[config.mk]
export PLATFORM = sky130hd
export DESIGN_NAME = move_undo
export DESIGN_NICKNAME = d
export VERILOG_FILES = /design/src/rtl/move_pkg.sv /design/src/rtl/move_stack.sv /design/src/rtl/move_undo.sv
export SDC_FILE = /design/constraint.sdc
export NUM_CORES = 1
export LEC_CHECK = 0
export ABC_AREA = 1
export BUFFER_PORTS_ARGS = -buffer_cell sky130_fd_sc_hd__buf_4
export CAP_MARGIN = 20
export CORE_ASPECT_RATIO = 0.9
export CORE_MARGIN = 1
export CORE_UTILIZATION = 50
export DETAILED_ROUTE_END_ITERATION = 6
export PLACE_DENSITY = 0.72
export SLEW_MARGIN = 40
export SYNTH_ARGS = -nofsm -noshare
export SYNTH_HDL_FRONTEND = slang
export SYNTH_SLANG_ARGS = --single-unit
[constraint.sdc]
create_clock -name clk_d -period 2 [get_ports clk_d]
set_clock_uncertainty 0.1 [all_clocks]
set_input_delay 0.4 -clock clk_d [delete_from_list [all_inputs] [get_ports clk_d]]
set_output_delay 0.4 -clock clk_d [all_outputs]
set_load 0.02 [all_outputs]
[src/rtl/move_pkg.sv]
// Shared encodings for the move undo/replay block: move codes, game phases, FSM states, helpers.
// Latency: n/a (types and pure functions only).
// Backpressure: n/a. The REPLAY states exist only when MOVE_UNDO_REPLAY_EN is defined.
package move_pkg;

    typedef enum logic [1:0] {
        MV_UP    = 2'd0,
        MV_DOWN  = 2'd1,
        MV_LEFT  = 2'd2,
        MV_RIGHT = 2'd3
    } move_e;

    typedef enum logic [1:0] {
        GS_CHOSE_BOARD  = 2'b00,
        GS_GAMING       = 2'b01,
        GS_GAME_INITIAL = 2'b10,
        GS_WINNED       = 2'b11
    } game_status_e;

`ifdef MOVE_UNDO_REPLAY_EN
    typedef enum logic [1:0] {
        ST_IDLE        = 2'd0,
        ST_UNDO_EMIT   = 2'd1,
        ST_REPLAY_EMIT = 2'd2,
        ST_REPLAY_WAIT = 2'd3
    } state_e;
`else
    typedef enum logic [0:0] {
        ST_IDLE      = 1'b0,
        ST_UNDO_EMIT = 1'b1
    } state_e;
`endif

    // Opposite direction: up<->down, left<->right.
    function automatic logic [1:0] inv_move(input logic [1:0] mv);
        logic [1:0] r;
        case (mv)
            2'd0:    r = 2'd1;
            2'd1:    r = 2'd0;
            2'd2:    r = 2'd3;
            default: r = 2'd2;
        endcase
        return r;
    endfunction

    function automatic logic [3:0] move_onehot(input logic [1:0] mv);
        return 4'b0001 << mv;
    endfunction

    // Only meaningful for one-hot input; callers qualify with is_onehot first.
    function automatic logic [1:0] onehot_move(input logic [3:0] oh);
        logic [1:0] r;
        case (oh)
            4'b0010: r = 2'd1;
            4'b0100: r = 2'd2;
            4'b1000: r = 2'd3;
            default: r = 2'd0;
        endcase
        return r;
    endfunction

    function automatic logic is_onehot(input logic [3:0] v);
        return (v != 4'b0000) && ((v & (v - 4'b0001)) == 4'b0000);
    endfunction

endpackage

[src/rtl/move_stack.sv]
// Circular LIFO of 2-bit move codes; a push at full overwrites the oldest entry.
// Latency: push/pop/clear take effect on the next rising edge; top_o is combinational from state.
// Backpressure: none; pop on empty is ignored, count saturates at DEPTH.
module move_stack #(
    parameter int DEPTH = 16
) (
    input  logic                     clk_i,
    input  logic                     rst_n,
    input  logic                     clr_i,
    input  logic                     push_i,
    input  logic [1:0]               push_dat_i,
    input  logic                     pop_i,
    output logic [1:0]               top_o,
    output logic [$clog2(DEPTH):0]   cnt_o,
    output logic                     empty_o,
    output logic                     full_o
);
    localparam int PW = $clog2(DEPTH);
    localparam int CW = PW + 1;

    logic [1:0]    mem_q [DEPTH];
    logic [PW-1:0] wr_ptr_q, wr_ptr_d;
    logic [PW-1:0] top_ptr;
    logic [CW-1:0] cnt_q, cnt_d;

    // Write pointer wraps naturally, so the ring overwrites the oldest slot once full.
    always_comb begin
        wr_ptr_d = wr_ptr_q;
        cnt_d    = cnt_q;
        if (clr_i) begin
            wr_ptr_d = '0;
            cnt_d    = '0;
        end else if (push_i) begin
            wr_ptr_d = wr_ptr_q + PW'(1);
            if (cnt_q != CW'(DEPTH)) cnt_d = cnt_q + CW'(1);
        end else if (pop_i && (cnt_q != '0)) begin
            wr_ptr_d = wr_ptr_q - PW'(1);
            cnt_d    = cnt_q - CW'(1);
        end
    end

    // Pointer and occupancy registers.
    always_ff @(posedge clk_i or negedge rst_n) begin
        if (!rst_n) begin
            wr_ptr_q <= '0;
            cnt_q    <= '0;
        end else begin
            wr_ptr_q <= wr_ptr_d;
            cnt_q    <= cnt_d;
        end
    end

    // Storage holds data only; validity is tracked by cnt_q, so no reset is needed.
    always_ff @(posedge clk_i) begin
        if (push_i && !clr_i) mem_q[wr_ptr_q] <= push_dat_i;
    end

    assign top_ptr = wr_ptr_q - PW'(1);
    assign top_o   = mem_q[top_ptr];
    assign cnt_o   = cnt_q;
    assign empty_o = (cnt_q == '0);
    assign full_o  = (cnt_q == CW'(DEPTH));

endmodule

[src/rtl/move_undo.sv]
// Records player moves and emits inverse moves for single-step undo or full replay (MOVE_UNDO_REPLAY_EN).
// Latency: undo_act pulses one cycle after a valid undo/replay request; replay pulses every GAP+1 cycles.
// Backpressure: none; requests arriving while busy, empty, or outside GAMING are dropped.
module move_undo #(
    parameter int DEPTH = 16,
    parameter int GAP   = 4
) (
    input  logic                   clk_d,
    input  logic                   rst_n,
    input  logic [3:0]             act_flag,
    input  logic [1:0]             game_status,
    input  logic                   undo_flag,
    input  logic                   replay_flag,
    output logic [3:0]             undo_act,
    output logic                   busy,
    output logic [$clog2(DEPTH):0] move_cnt,
    output logic                   empty,
    output logic                   full
);
    import move_pkg::*;

    state_e     state_q, state_d;
    logic [3:0] undo_act_q, undo_act_d;
    logic       st_gaming, st_clear, rec_vld;
    logic       push, pop;
    logic [1:0] top_mv;
    logic [3:0] top_inv_oh;
    logic       stk_empty;

`ifdef MOVE_UNDO_REPLAY_EN
    localparam int WW = (GAP > 1) ? $clog2(GAP) : 1;
    logic          busy_q, busy_d;
    logic [WW-1:0] wait_q, wait_d;
`else
    logic unused_replay;
    assign unused_replay = replay_flag | (GAP == 0);
`endif

    assign st_gaming  = (game_status == GS_GAMING);
    assign st_clear   = (game_status == GS_GAME_INITIAL) || (game_status == GS_CHOSE_BOARD);
    assign rec_vld    = is_onehot(act_flag);
    assign top_inv_oh = move_onehot(inv_move(top_mv));

    move_stack #(.DEPTH(DEPTH)) u_stack (
        .clk_i      (clk_d),
        .rst_n      (rst_n),
        .clr_i      (st_clear),
        .push_i     (push),
        .push_dat_i (onehot_move(act_flag)),
        .pop_i      (pop),
        .top_o      (top_mv),
        .cnt_o      (move_cnt),
        .empty_o    (stk_empty),
        .full_o     (full)
    );

    // Next-state: a player move outranks undo, undo outranks replay; leaving GAMING aborts to IDLE.
    always_comb begin
        state_d    = state_q;
        undo_act_d = 4'b0000;
        push       = 1'b0;
        pop        = 1'b0;
`ifdef MOVE_UNDO_REPLAY_EN
        busy_d     = 1'b0;
        wait_d     = wait_q;
`endif
        if (!st_gaming) begin
            state_d = ST_IDLE;
        end else begin
            case (state_q)
                ST_IDLE: begin
                    if (rec_vld) begin
                        push = 1'b1;
                    end else if (undo_flag && !stk_empty) begin
                        pop        = 1'b1;
                        undo_act_d = top_inv_oh;
                        state_d    = ST_UNDO_EMIT;
                    end
`ifdef MOVE_UNDO_REPLAY_EN
                    else if (replay_flag && !stk_empty) begin
                        pop        = 1'b1;
                        undo_act_d = top_inv_oh;
                        busy_d     = 1'b1;
                        state_d    = ST_REPLAY_EMIT;
                    end
`endif
                end
                ST_UNDO_EMIT: state_d = ST_IDLE;
`ifdef MOVE_UNDO_REPLAY_EN
                ST_REPLAY_EMIT: begin
                    busy_d  = 1'b1;
                    wait_d  = '0;
                    state_d = ST_REPLAY_WAIT;
                end
                ST_REPLAY_WAIT: begin
                    busy_d = 1'b1;
                    if (wait_q == WW'(GAP - 1)) begin
                        if (!stk_empty) begin
                            pop        = 1'b1;
                            undo_act_d = top_inv_oh;
                            state_d    = ST_REPLAY_EMIT;
                        end else begin
                            busy_d  = 1'b0;
                            state_d = ST_IDLE;
                        end
                    end else begin
                        wait_d = wait_q + WW'(1);
                    end
                end
`endif
                default: state_d = ST_IDLE;
            endcase
        end
    end

    // FSM and registered outputs.
    always_ff @(posedge clk_d or negedge rst_n) begin
        if (!rst_n) begin
            state_q    <= ST_IDLE;
            undo_act_q <= 4'b0000;
`ifdef MOVE_UNDO_REPLAY_EN
            busy_q     <= 1'b0;
            wait_q     <= '0;
`endif
        end else begin
            state_q    <= state_d;
            undo_act_q <= undo_act_d;
`ifdef MOVE_UNDO_REPLAY_EN
            busy_q     <= busy_d;
            wait_q     <= wait_d;
`endif
        end
    end

    assign undo_act = undo_act_q;
    assign empty    = stk_empty;
`ifdef MOVE_UNDO_REPLAY_EN
    assign busy     = busy_q;
`else
    assign busy     = 1'b0;
`endif

endmodule

After elaboration in Yosys (flattened, before gate mapping)
Memories as Yosys holds them, arrays and structs flattened.
Index checks and enable logic that the tools add are counted.
Widths: inputs -> output; s select.
{"block": "word_totals", "register_bits": 14, "latchBits": 0, "ramBits": 32, "mem_bits_ro": 0, "out_inout_bits": 12, "mem_count": 1}
{"memory": "u_stack.mem_q", "depth": 16, "word_bits": 2, "rd": 1, "rd_clocked_by_memory_dff": 0, "wr": 1, "line_no": "move_stack.sv:21", "text": "logic [1:0] mem_q [DEPTH];"}
{"block": "op_classes", "add_sub_neg": 5, "n_mul": 0, "div": 0, "magnitude_cmp": 0, "n_eq_ne": 10, "shift": 1, "mux": 24, "n_bitwise": 2, "reduce_logical": 15}
{"operator": "$mux 4", "count": 7}
{"operator": "$mux 5", "count": 4}
{"operator": "$pmux 2 s3", "count": 2}
{"operator": "$mux 1", "count": 10}
{"operator": "$sub 4x1->4 const B", "count": 2}
{"operator": "$add 5x1->5 const B", "count": 1}
{"operator": "$eq 5x5->1 const B", "count": 1}
{"operator": "$logic_not 5->1", "count": 1}
{"operator": "$ne 5x5->1 const B", "count": 1}
{"operator": "$reduce_bool 5->1", "count": 1}
{"operator": "$sub 5x1->5 const B", "count": 1}
{"operator": "$add 4x1->4 const B", "count": 1}
{"operator": "$and 4x4->4", "count": 1}
{"operator": "$eq 2x1->1 const B", "count": 2}
{"operator": "$eq 2x2->1 const B", "count": 2}
{"operator": "$eq 4x2->1 const B", "count": 1}
{"operator": "$eq 4x3->1 const B", "count": 1}
{"operator": "$eq 4x4->1 const B", "count": 1}
{"operator": "$logic_and 1x1->1", "count": 4}
{"operator": "$logic_not 2->1", "count": 2}
{"operator": "$logic_not 4->1", "count": 1}
{"operator": "$reduce_bool 4->1", "count": 1}
{"operator": "$shl 1x2->4 const A", "count": 1}
{"operator": "$ne 3x2->1 const B", "count": 1}
{"operator": "other kinds (6)", "count": 7}

Logic depth before layout (Yosys ltp)
Gate-level depths: netlist of the first run.
{"block": "logic_depth", "word_depth": 11, "mapped_depth": 16, "depth_no_buf": 15}

Cells and area by module
Synthesis of the first run repeated with hierarchy kept, for this count alone.
{"block": "hier_totals", "cells_unflattened": 281, "hier_area_um2": 2431.1}
{"module": "move_stack", "n_inst": 1, "cells_per_inst": 239, "area_per_inst_um2": 2137.0, "seq_area_each_um2": 1186.1}
{"module": "move_undo", "n_inst": 1, "cells_per_inst": 42, "area_per_inst_um2": 294.0, "seq_area_each_um2": 125.1}

Least setup slack after synthesis of the first run
OpenSTA, ideal clock, no wires.
{"block": "synth_path", "kind": "input port to flip-flop", "from": "in act_flag[1]", "to": "reg u_stack.cnt_q[4], in the netlist u_stack.cnt_o[4]", "arrival_ns": 1.809, "required_ns": 1.782, "path_slack_ns": -0.026, "stages": 14, "n_path_buf": 1, "cell_sequence": "nor2_1 nand3_1 nand2_1 nand2_2 buf_6 fa_1 nand3_1 nand3_1 nand2_1 inv_1 nand2_1 nand2_1 nand3_1 nand2_1"}
{"block": "synth_between", "elab_chain_cells": 10, "elab_cells_between_ends": 17, "classes_between": "1 x add/sub; 1 x eq/ne; 8 x mux; 1 x bitwise; 6 x reduce/logical"}
{"element": "from (decl)", "line_no": "move_undo.sv:10", "text": "input logic [3:0] act_flag,"}
{"element": "$sub 4x1->4", "line_no": "move_pkg.sv:63", "text": "return (v != 4'b0000) && ((v & (v - 4'b0001)) == 4'b0000);"}
{"element": "$and 4x4->4", "line_no": "move_pkg.sv:63"}
{"element": "$logic_not 4->1", "line_no": "move_pkg.sv:63"}
{"element": "$logic_and 1x1->1 (*)", "line_no": "move_pkg.sv:63"}
{"element": "$mux 1", "line_no": "move_undo.sv:72", "text": "if (rec_vld) begin"}
{"element": "$mux 1", "line_no": "move_undo.sv:70", "text": "case (state_q)"}
{"element": "$mux 1", "line_no": "move_undo.sv:67", "text": "if (!st_gaming) begin"}
{"element": "$logic_and 1x1->1", "line_no": "move_stack.sv:36", "text": "end else if (pop_i && (cnt_q != '0)) begin"}
{"element": "$reduce_bool 3->1 (no source line)"}
{"element": "$reduce_and 2->1 (no source line)"}
{"element": "to (signal assigned)", "line_no": "move_stack.sv:49", "text": "cnt_q <= cnt_d;"}
{"element": "to (decl)", "line_no": "move_stack.sv:24", "text": "logic [CW-1:0] cnt_q, cnt_d;"}
Every way passes the cells marked *; elsewhere a longest branch is shown, timed or not.
A chain may end at the register's enable or synchronous reset.

Worst setup path after layout of the first run
{"block": "layout_path", "from": "reg state_q", "to": "reg u_stack.cnt_q[3], in the netlist u_stack.cnt_o[3]"}
{"block": "layout_between", "elab_chain_cells": 5, "elab_cells_between_ends": 10, "classes_between": "1 x eq/ne; 6 x mux; 3 x reduce/logical"}
{"element": "from (decl)", "line_no": "move_undo.sv:22", "text": "state_e state_q, state_d;"}
{"element": "from (signal assigned)", "line_no": "move_undo.sv:126", "text": "state_q <= state_d;"}
{"element": "$mux 1", "line_no": "move_undo.sv:70"}
{"element": "$mux 1", "line_no": "move_undo.sv:67"}
{"element": "$logic_and 1x1->1", "line_no": "move_stack.sv:36"}
{"element": "$reduce_bool 3->1 (no source line)"}
{"element": "$reduce_and 2->1 (no source line)"}
Parallel ways exist; a longest one is shown, timed or not.

==> results of run 1 <==
[power groups by stage]
stage | sequential (mW) | clock [mW] | combinational [mW]
floorplan | 1.14 | 0 | 0.570
global placement | 1.15 | 0 | 0.790
detailed placement | 1.15 | 0 | 0.806
CTS | 1.13 | 0.529 | 0.808
global route | 1.14 | 0.557 | 0.925
finish | 1.13 | 0.514 | 0.825
[metrics by stage]
| stage | cell area, µm² | setup TNS (ns) | std cells | utilization |
|---|---|---|---|---|
| after CTS | 2760 | 0 | 350 | 0.611 |
| after detailed placement | 2670 | -2.15 | 341 | 0.591 |
| after global placement | 2670 | -1.19 | 341 | 0.591 |
| final | 2790 | 0 | 351 | 0.617 |
| after floorplan | 2410 | 0 | 256 | - |
| after global routing | 2790 | -0.0287 | 351 | 0.617 |
[what timing repair did]
action	4_1_cts	5_1_grt
gates resized for setup	0	3
setup buffers	0	1
endpoints found under the hold margin	14	0
endpoints found under the setup margin	0	9
hold buffers	1	0
[metal layers]
metal,routed length [µm],GRT usage
met4,48,0.0778
met2,2200,0.339
met3,222,0.0493
met1,2150,0.255
met5,0,0
[cell type report]
type	count	area, µm²	share of cell area
sequential	46	1310	0.471
clock inverter	2	8.76	0.00314
inverter	20	75.1	0.0269
tap	62	77.6	0.0278
timing repair buffer	34	258	0.0925
clock buffer	6	72.6	0.0260
multi-input combinational	181	983	0.353
[state kept, by name, summed over array words and instances (netlist names)]
signal / cells
state_q: 1
u_stack.cnt_o: 5
u_stack.mem_q: 32
undo_act: 4
u_stack.wr_ptr_q: 4
[worst reg2reg max path, delay by kind of cell, from the launching register on]
kind | cells | cell delay (ns)
adder cells (fa/ha/maj) | 1 | 0.27
buffers and inverters | 1 | 0.16
XOR/XNOR | 1 | 0.14
AND/OR/NAND/NOR | 7 | 0.80
flip-flops | 1 | 0.42
[logic make-up after synthesis]
group | Yosys count | share of synthesized area
XOR/XNOR | 7 | 0.0320
flip-flops | 46 | 0.550
adder cells (fa/ha/maj) | 8 | 0.0452
AND/OR/NAND/NOR | 149 | 0.274
AO/OA/AOI/OAI | 16 | 0.0394
other | 1 | 0.00157
buffers and inverters | 29 | 0.0572
[cell usage in the layout (no fill, tap or decap), types with 2 or more instances in the layout]
cell type | Yosys | layout
inv_2 | 6 | 6
nand3_2 | 1 | 2
nand3_1 | 37 | 36
nor2_1 | 44 | 44
edfxtp_1 | 32 | 32
nand2_1 | 57 | 57
ha_4 | 0 | 2
dfrtp_1 | 14 | 14
nand2_2 | 4 | 3
o21ai_0 | 7 | 7
clkbuf_8 | 0 | 5
xor2_1 | 3 | 3
buf_4 | 2 | 33
o21ai_1 | 5 | 5
inv_1 | 14 | 14
nor3_1 | 4 | 4
ha_1 | 7 | 5
xnor2_2 | 1 | 2
[worst paths after layout]
| check | start | end | slack (ns) | cells after the start |
|---|---|---|---|---|
| worst min register to register | u_stack.cnt_o[4]$_DFFE_PN0P_ | u_stack.cnt_o[4]$_DFFE_PN0P_ | 0.50 | 2 |
| worst min-delay path | rst_n | undo_act[2]$_DFF_PN0_ | 0.39 | 2 |
| worst max-delay path | state_q$_DFF_PN0_ | u_stack.cnt_o[3]$_DFFE_PN0P_ | 0.08 | 10 |
| max in group asynchronous | rst_n | u_stack.wr_ptr_q[2]$_DFFE_PN0P_ | 1.24 | 2 |
| min in group clk_d | game_status[0] | u_stack.wr_ptr_q[3]$_DFFE_PN0P_ | 0.43 | 4 |
| worst max register to register | state_q$_DFF_PN0_ | u_stack.cnt_o[3]$_DFFE_PN0P_ | 0.08 | 10 |
==> run_results.csv, run 1 <==
group,metric,value,unit
run_status,status,"finished clean",
yosys,synth_top_area_share,0.403,
timing,postLayoutSetupSlackWorst,0.0793,ns
placement,routabilityCongestion,0.795,
critical_path,cp_slowest_cell,"dfrtp_1",
power,p_clk_frac,0.208,
yosys,synth_area_leader_cell,"edfxtp_1",
route,drt-initial-drc-count,111,
yosys,synth_cell_types,28,
route,first_pass_iters,4,
cells_and_area,nFillCells,404,
yosys,yosysSeqAreaShare,0.550,
yosys,synth_area,2380,µm²
worst_hold_path,min_path_type,"in -> async",
power,netSwitchingPower,0.836,mW
critical_path,cp.required,2.13,ns
critical_path,crit_path_start_kind,"flip-flop",
timing,setup_violations,0,
clocking,clkTransAtPathRegs,0.08,ns
critical_path,worstSetupPathType,"reg -> reg",
yosys,syn_avg_cell_area,9.31,µm²
timing,rsz0062_at_grt,"true",
timing,slew_viol_final,0,
global_route,grt_overflow,0,
floorplanning,die_h,67.5,µm
yosys,ys_ff_latch,46,
global_route,grt_util_all_layers,0.203,
clocking,htreeDepth,2,
yosys,synth_top_flop_cell,"edfxtp_1",
yosys,synth.area.top_cells,"edfxtp_1 (40%), dfrtp_1 (15%), nand2_1 (9.0%), nand3_1 (7.8%), nor2_1 (6.9%)",
yosys,yosysMostFrequentCell,"nand2_1",
clocking,cts_tree,"done",
timing,holdWs,0.394,ns
placement,portBuffers,19,
route,drcViolationCount,0,
placement,dpl.hpwl,3420,µm
power,switching_share,0.338,
placement,pre_cts_ws,-0.158,ns
yosys,syn_inst,256,
yosys,synth.yosys.warnings,0,
floorplanning,pin_count,22,
clocking,clockBufferDepth,2,
global_route,grt_pass1_vias,1659,
timing,period_minus_slack,1.92,ns
yosys,synth_nets,274,
power,power.total,2.47,mW
clocking,cts_sinks,46,
critical_path,slowest_delay,0.42,ns
cells_and_area,drive_above_1_share,0.211,
power,leakage,1.22,nW
power,p_int,1.63,mW
critical_path,critPathTopFamily,"simple AND/OR/NAND/NOR gates",
global_route,grt_antenna_before_repair,0,
floorplanning,fp-row-count,23,
cells_and_area,syn2layout_area_growth,17.0,%
global_route,grt_start_max_net_pins,21,
yosys,synth_common_cells,"nand2_1 (57), nor2_1 (44), nand3_1 (37)",
timing,min_period_over_period,0.960,
power,power_density,887,nW/µm²
route,vias_per_cell,5.08,
timing,fmax,0.521,GHz
global_route,grt_pass1_wl,7260,µm
floorplanning,die_area,5050,µm²
route,vias,1782,
yosys,synthArstFlopShare,0.304,
clocking,cts_root_buf,"clkbuf_8",
power,pwr-share-comb,0.334,
critical_path,cp.buffers_inverters,1,
floorplanning,die_w,74.8,µm
job,maxCapViolCount,0,
yosys,synth-edff-count,32,
critical_path,cp_max_fo,5,
power,seqPwrFrac,0.458,
route,antenna_left,0,
power,ir_drop,0.379,mV
clocking,clkLatencyLatePin,0.29,ns
floorplanning,start_util,0.527,
cells_and_area,layout.nets,306,
clocking,cts_buffers,5,
timing,hold_violations,0,
cells_and_area,antenna_cells,0,
floorplanning,coreArea,4520,µm²
critical_path,endpoint_kind,"flip-flop",
critical_path,arrival,2.05,ns
critical_path,crit_chain,"nor3_4 -> nand2_4 -> buf_4 -> ha_1 -> nand3_1 -> nand2_1 -> xnor2_2 -> nor2_1 -> nand3_1 -> nand2_1",
route,wl_per_cell,13.2,µm
route,wirelength,4620,µm
Note: power is estimated with default switching activity, not from simulation.
==> inputs of run 2 (changes only) <==
RECOVER_POWER = 100   (was unset)
==> run 2 against run 1 <==
Setup slack improved by 0.0085 ns. Worst hold slack better by 0.040 ns. Clock-buffer cell count did not move. Final area decreased by 1.6%. First-iteration DRC count decreased by 4.5%. Utilization is 0.97 points lower. Total power fell by 0.72%. Via count increased by 0.17%. Wire length rose by 0.26%. Largest cell class unchanged. Largest power group unchanged.
==> run_results.csv, run 2 (synthesis results as in run 1) <==
group,metric,value,unit
cells_and_area,top_register,"u_stack.mem_q",
power,leakage,1.18,nW
critical_path,crit_path_start_kind,"flip-flop",
floorplanning,start_util,0.527,
timing,relSlewSlack,0.492,
cells_and_area,final_cell_mix,"nand2_1 (58), nor2_1 (44), nand3_1 (36)",
global_route,grt_pass1_wl,7260,µm
cells_and_area,final_common_cell,"nand2_1",
cells_and_area,drive_above_1_share,0.166,
cells_and_area,syn2layout_area_growth,15.1,%
clocking,clkLatencyLatePin,0.29,ns
floorplanning,die_h,67.5,µm
global_route,grt_pass1_vias,1659,
cells_and_area,largest_reg_flops,32,
critical_path,r2r_slack,0.09,ns
critical_path,cp_num_cells,10,
global_route,grt_overflow,0,
clocking,cts_tree,"done",
power,power_density,895,nW/µm²
floorplanning,die_area,5050,µm²
critical_path,reg2reg_depth,10,
clocking,htreeDepth,2,
placement,pre_cts_ws,-0.158,ns
critical_path,r2r_start,"state_q$_DFF_PN0_",
critical_path,worstSetupPathType,"reg -> reg",
timing,min_period_over_period,0.956,
worst_hold_path,min_path_type,"in -> reg",
timing,fmax,0.523,GHz
critical_path,cp_max_fo,5,
route,drt-initial-drc-count,106,
critical_path,crit_path_start,"state_q$_DFF_PN0_",
critical_path,r2r-end,"u_stack.cnt_o[3]$_DFFE_PN0P_",
power,power.total,2.45,mW
floorplanning,die_w,74.8,µm
critical_path,critPathTopFamily,"simple AND/OR/NAND/NOR gates",
clocking,cts_buffers,5,
global_route,grt_antenna_before_repair,0,
global_route,grt_util_all_layers,0.203,
route,antenna_left,0,
timing,period_minus_slack,1.91,ns
timing,rsz0062_at_grt,"true",
critical_path,endpoint_kind,"flip-flop",
route,drcViolationCount,0,
job,maxCapViolCount,0,
route,vias,1785,
critical_path,crit_chain,"nor3_4 -> nand2_4 -> buf_4 -> ha_1 -> nand3_1 -> nand2_1 -> xnor2_2 -> nor2_1 -> nand3_1 -> nand2_1",
route,first_pass_iters,4,
worst_hold_path,holdPathStages,4,
run_status,status,"finished clean",
critical_path,cp.required,2.13,ns
critical_path,slowest_delay,0.42,ns
timing,worstMarginPinSlew,0.762,ns
placement,dpl.hpwl,3420,µm
critical_path,arrival,2.04,ns
clocking,cts_sinks,46,
critical_path,crit_end,"u_stack.cnt_o[3]$_DFFE_PN0P_",
clocking,clockBufferDepth,2,
critical_path,cp_slowest_cell,"dfrtp_1",
placement,routabilityCongestion,0.795,
route,vias_per_cell,5.09,
placement,portBuffers,19,
global_route,grt_start_max_net_pins,21,
timing,setup_violations,0,
cells_and_area,layout.nets,306,
critical_path,cp.buffers_inverters,1,
route,wirelength,4640,µm
cells_and_area,antenna_cells,0,
clocking,clkTransAtPathRegs,0.08,ns
route,wl_per_cell,13.2,µm
floorplanning,coreArea,4520,µm²
clocking,cts_root_buf,"clkbuf_8",
floorplanning,pin_count,22,
timing,slew_viol_final,0,
timing,postLayoutSetupSlackWorst,0.0878,ns
floorplanning,fp-row-count,23,
power,ir_drop,0.377,mV
timing,holdWs,0.434,ns
timing,hold_violations,0,
-- run 2: routing by layer --
layer | vias up | part of all wire | GRT usage
met3 | 2 | 0.050 | 0.0493
li1 | 906 | - | -
met4 | 0 | 0.010 | 0.0778
met2 | 48 | 0.47 | 0.339
met5 | - | 0 | 0
met1 | 829 | 0.47 | 0.255
-- run 2: repair_timing --
item / CTS / global route
setup endpoints to repair: 0 / 9
endpoints found under the hold margin: 14 / 0
hold buffers: 1 / 0
gates resized for setup: 0 / 3
buffers inserted: 0 / 1
-- run 2: report_power, final --
| group | total [mW] | internal [mW] | switching (mW) |
|---|---|---|---|
| Clock | 0.517 | 0.240 | 0.277 |
| Sequential | 1.13 | 1.06 | 0.0704 |
| Combinational | 0.805 | 0.314 | 0.491 |
| Total | 2.45 | 1.62 | 0.838 |
-- run 2: worst min-delay path: cells and delay by family --
family | cells | cell delay [ns]
AND/OR/NAND/NOR | 1 | 0.08
AO/OA/AOI/OAI | 1 | 0.05
buffers and inverters | 2 | 0.25
-- run 2: how the worst min path moves through the flow --
| stage | from | endpoint |
|---|---|---|
| 3_3_place_gp | rst_n | undo_act[2]$_DFF_PN0_ |
| 4_1_cts | rst_n | u_stack.wr_ptr_q[0]$_DFFE_PN0P_ |
| 3_5_place_dp | rst_n | undo_act[2]$_DFF_PN0_ |
| 2_1_floorplan | rst_n | state_q$_DFF_PN0_ |
| 5_1_grt | game_status[0] | u_stack.wr_ptr_q[3]$_DFFE_PN0P_ |
| 6_report | game_status[0] | u_stack.wr_ptr_q[3]$_DFFE_PN0P_ |
-- run 2: final cells by class --
type / count / area, µm²
fillers: 417 / 1780
flip-flops and latches: 46 / 1310
multi-input cells: 181 / 981
repair buffers: 34 / 216
well taps: 62 / 77.6
inverters: 20 / 75.1
clock buffers: 6 / 72.6
clock inverters: 2 / 8.76
-- run 2: stage by stage --
step                 util  cells  instance area (µm²)  TNS [ns]
floorplan               -    256                 2410         0
global placement    0.591    341                 2670     -1.19
detailed placement  0.591    341                 2670     -2.15
CTS                 0.611    350                 2760         0
global route        0.607    351                 2740   -0.0287
finish              0.607    351                 2740         0
==> inputs of run 3 (changes only) <==
ABC_AREA = unset   (was 1)
==> run 3 against run 2 <==
The run now ends with setup timing left. Non-clock buffer count increased by 39. Final area rose by 19%. Cell count decreased by 15%. Critical path type is now in -> reg. Die area fell by 3.1%. Synthesized cell count decreased by 37%. Sequential cell count stayed put. Area after synthesis is 3.2% lower.
==> run_results.csv, run 3 <==
group,metric,value,unit
critical_path,worstSetupPathType,"in -> reg",
global_route,grt_pass1_vias,1630,
route,drcViolationCount,0,
yosys,synth_area_leader_cell,"edfxtp_1",
critical_path,cp_slowest_cell,"or4b_4",
clocking,cts_tree,"done",
yosys,synth_nets,180,
yosys,synth_common_cells,"edfxtp_1 (32), dfrtp_1 (14), and3_1 (9), mux4_2 (9), nor2_1 (9)",
timing,fmax,0.388,GHz
timing,min_period_over_period,1.29,
floorplanning,die_w,73.6,µm
global_route,grt_util_all_layers,0.241,
critical_path,endpoint_kind,"flip-flop",
timing,worstMarginPinSlew,0.778,ns
worst_hold_path,min-delay-start,"game_status[0]",
timing,postLayoutSetupSlackWorst,-0.576,ns
placement,dpl.hpwl,3710,µm
floorplanning,pin_count,22,
power,power_density,865,nW/µm²
yosys,synth.area.top_cells,"edfxtp_1 (42%), dfrtp_1 (15%), mux4_2 (8.8%), ha_1 (3.8%), and3_1 (2.4%)",
global_route,grt_antenna_before_repair,0,
critical_path,r2r_start,"state_q$_DFF_PN0_",
route,first_pass_iters,4,
clocking,cts_root_buf,"clkbuf_8",
worst_hold_path,min_path_type,"in -> reg",
clocking,clkTransAtPathRegs,0.09,ns
cells_and_area,top_register,"u_stack.mem_q",
timing,hold_violations,0,
placement,portBuffers,19,
yosys,synth_area,2310,µm²
yosys,synth-edff-count,32,
floorplanning,coreArea,4430,µm²
route,antenna_left,0,
timing,slew_viol_final,0,
critical_path,reg2reg_depth,8,
critical_path,arrival,2.66,ns
yosys,synth_top_flop_cell,"edfxtp_1",
cells_and_area,final_common_cell,"buf_4",
yosys,syn_avg_cell_area,14.2,µm²
floorplanning,start_util,0.520,
global_route,grt_overflow,0,
clocking,clockBufferDepth,2,
global_route,grt_pass1_wl,8400,µm
cells_and_area,register_area,1310,µm²
timing,holdWs,0.368,ns
clocking,cts_buffers,5,
critical_path,cp_max_fo,4,
timing,relSlewSlack,0.482,
clocking,htreeDepth,2,
floorplanning,die_h,66.4,µm
critical_path,crit_chain,"buf_6 -> or4b_4 -> and2_4 -> a21oi_4 -> inv_4 -> fa_2 -> a21o_1 -> a21oi_2 -> mux2i_1 -> a2111oi_2",
power,leakage,1.27,nW
placement,routabilityCongestion,0.879,
timing,rsz0062_at_grt,"true",
yosys,synth.yosys.warnings,0,
yosys,syn_inst,162,
route,vias,1656,
cells_and_area,largest_reg_flops,32,
route,wl_per_cell,18.8,µm
run_status,failed_checks,"setup timing",
yosys,ys_ff_latch,46,
run_status,status,"finished with violations",
yosys,synth_top_area_share,0.417,
critical_path,slowest_delay,0.52,ns
critical_path,cp.required,2.09,ns
critical_path,r2r-end,"u_stack.cnt_o[4]$_DFFE_PN0P_",
power,ir_drop,0.487,mV
yosys,synthArstFlopShare,0.304,
critical_path,cp.buffers_inverters,2,
cells_and_area,final_cell_mix,"buf_4 (46), edfxtp_1 (32), dfrtp_1 (12)",
worst_hold_path,holdPathStages,3,
timing,setup_violations,28,
timing,period_minus_slack,2.58,ns
yosys,synth_cell_types,46,
floorplanning,die_area,4890,µm²
yosys,yosysMostFrequentCell,"edfxtp_1",
clocking,cts_sinks,46,
cells_and_area,antenna_cells,0,
timing,fin_setup_tns,-4.24,ns
critical_path,crit_path_start,"act_flag[2]",
worst_hold_path,whs_endpoint,"u_stack.wr_ptr_q[3]$_DFFE_PN0P_",
cells_and_area,syn2layout_area_growth,41.2,%
critical_path,crit_path_start_kind,"input port",
job,maxCapViolCount,0,
critical_path,r2r_slack,-0.51,ns
route,drt-initial-drc-count,57,
yosys,yosysSeqAreaShare,0.569,
cells_and_area,multi_input_area,1180,µm²
clocking,clkLatencyLatePin,0.30,ns
cells_and_area,nFillCells,306,
route,vias_per_cell,5.56,
cells_and_area,layout.nets,253,
route,wirelength,5610,µm
global_route,grt_start_max_net_pins,17,
critical_path,critPathTopFamily,"compound AO/OA/AOI/OAI gates",
cells_and_area,drive_above_1_share,0.521,
floorplanning,fp-row-count,23,
[run 3: cell types whose count changed after synthesis, moves of 6 or more]
| cell | previous run | this run |
|---|---|---|
| and3_1 | 0 | 9 |
| inv_1 | 14 | 6 |
| inv_2 | 6 | 0 |
| mux4_2 | 0 | 9 |
| nand2_1 | 57 | 5 |
| nand3_1 | 37 | 2 |
| nor2_1 | 44 | 9 |
| o21ai_0 | 7 | 1 |
[run 3: kinds of logic (layout without fill, tap and decap cells)]
kind of cell,Yosys count,in the layout,synth area share
AND/OR/NAND/NOR,51,51,0.138
flip-flops,46,46,0.569
AO/OA/AOI/OAI,20,20,0.0716
multiplexers,16,16,0.119
buffers and inverters,13,87,0.0271
adder cells (fa/ha/maj),8,8,0.0467
XOR/XNOR,7,7,0.0266
other,1,1,0.00163
[run 3: timing repair]
action | in CTS | in global routing
hold endpoints to repair | 14 | 0
pin swaps | 12 | 11
setup buffers | 8 | 5
hold buffers | 1 | 0
resized for setup | 30 | 18
setup endpoints to repair | 34 | 33
[run 3: per-stage QoR]
| stage | setup WS, ns | instance area (µm²) | util | power [mW] | instances |
|---|---|---|---|---|---|
| global placement | -0.767 | 2880 | 0.649 | 2.06 | 277 |
| floorplan | -0.784 | 2400 | - | 1.72 | 162 |
| CTS | -0.538 | 3180 | 0.717 | 2.73 | 294 |
| finish | -0.576 | 3260 | 0.735 | 2.82 | 298 |
| detailed placement | -0.838 | 2880 | 0.649 | 2.09 | 277 |
| global route | -0.634 | 3260 | 0.735 | 2.94 | 298 |
[run 3: worst max-delay path by stage]
stage / cells past startpoint / slack (ns) / end
finish: 10 / -0.58 / u_stack.cnt_o[4]$_DFFE_PN0P_
global route: 10 / -0.63 / u_stack.cnt_o[4]$_DFFE_PN0P_
CTS: 10 / -0.54 / u_stack.cnt_o[4]$_DFFE_PN0P_
detailed placement: 10 / -0.84 / u_stack.cnt_o[4]$_DFFE_PN0P_
global placement: 10 / -0.77 / u_stack.cnt_o[4]$_DFFE_PN0P_
floorplan: 10 / -0.78 / u_stack.cnt_o[4]$_DFFE_PN0P_
[run 3: tightest hold or removal path: stages]
cell	delay, ns
buf_4	0.09
buf_4	0.10
a311o_1	0.15
[run 3: report_power, final]
group | internal (mW) | total [mW] | switching [mW]
clock network | 0.239 | 0.542 | 0.303
logic | 0.609 | 1.19 | 0.582
registers | 1.06 | 1.09 | 0.0263
total | 1.91 | 2.82 | 0.911
[run 3: area by class of cell]
cell class                      instances  area share
Multi-Input combinational cell        103       0.363
Timing Repair Buffer                   73       0.174
Clock inverter                          3     0.00499
Clock buffer                            5      0.0211
Inverter                                6     0.00960
Sequential cell                        46       0.403
Tap cell                               62      0.0238
[run 3: per-layer routing]
layer / vias up / share of wire / track usage / wire length (µm)
li1: 772 / - / - / -
met1: 838 / 0.43 / 0.326 / 2420
met2: 39 / 0.52 / 0.393 / 2920
met3: 7 / 0.033 / 0.0503 / 185
met4: 0 / 0.014 / 0.0649 / 77
met5: - / 0 / 0 / 0
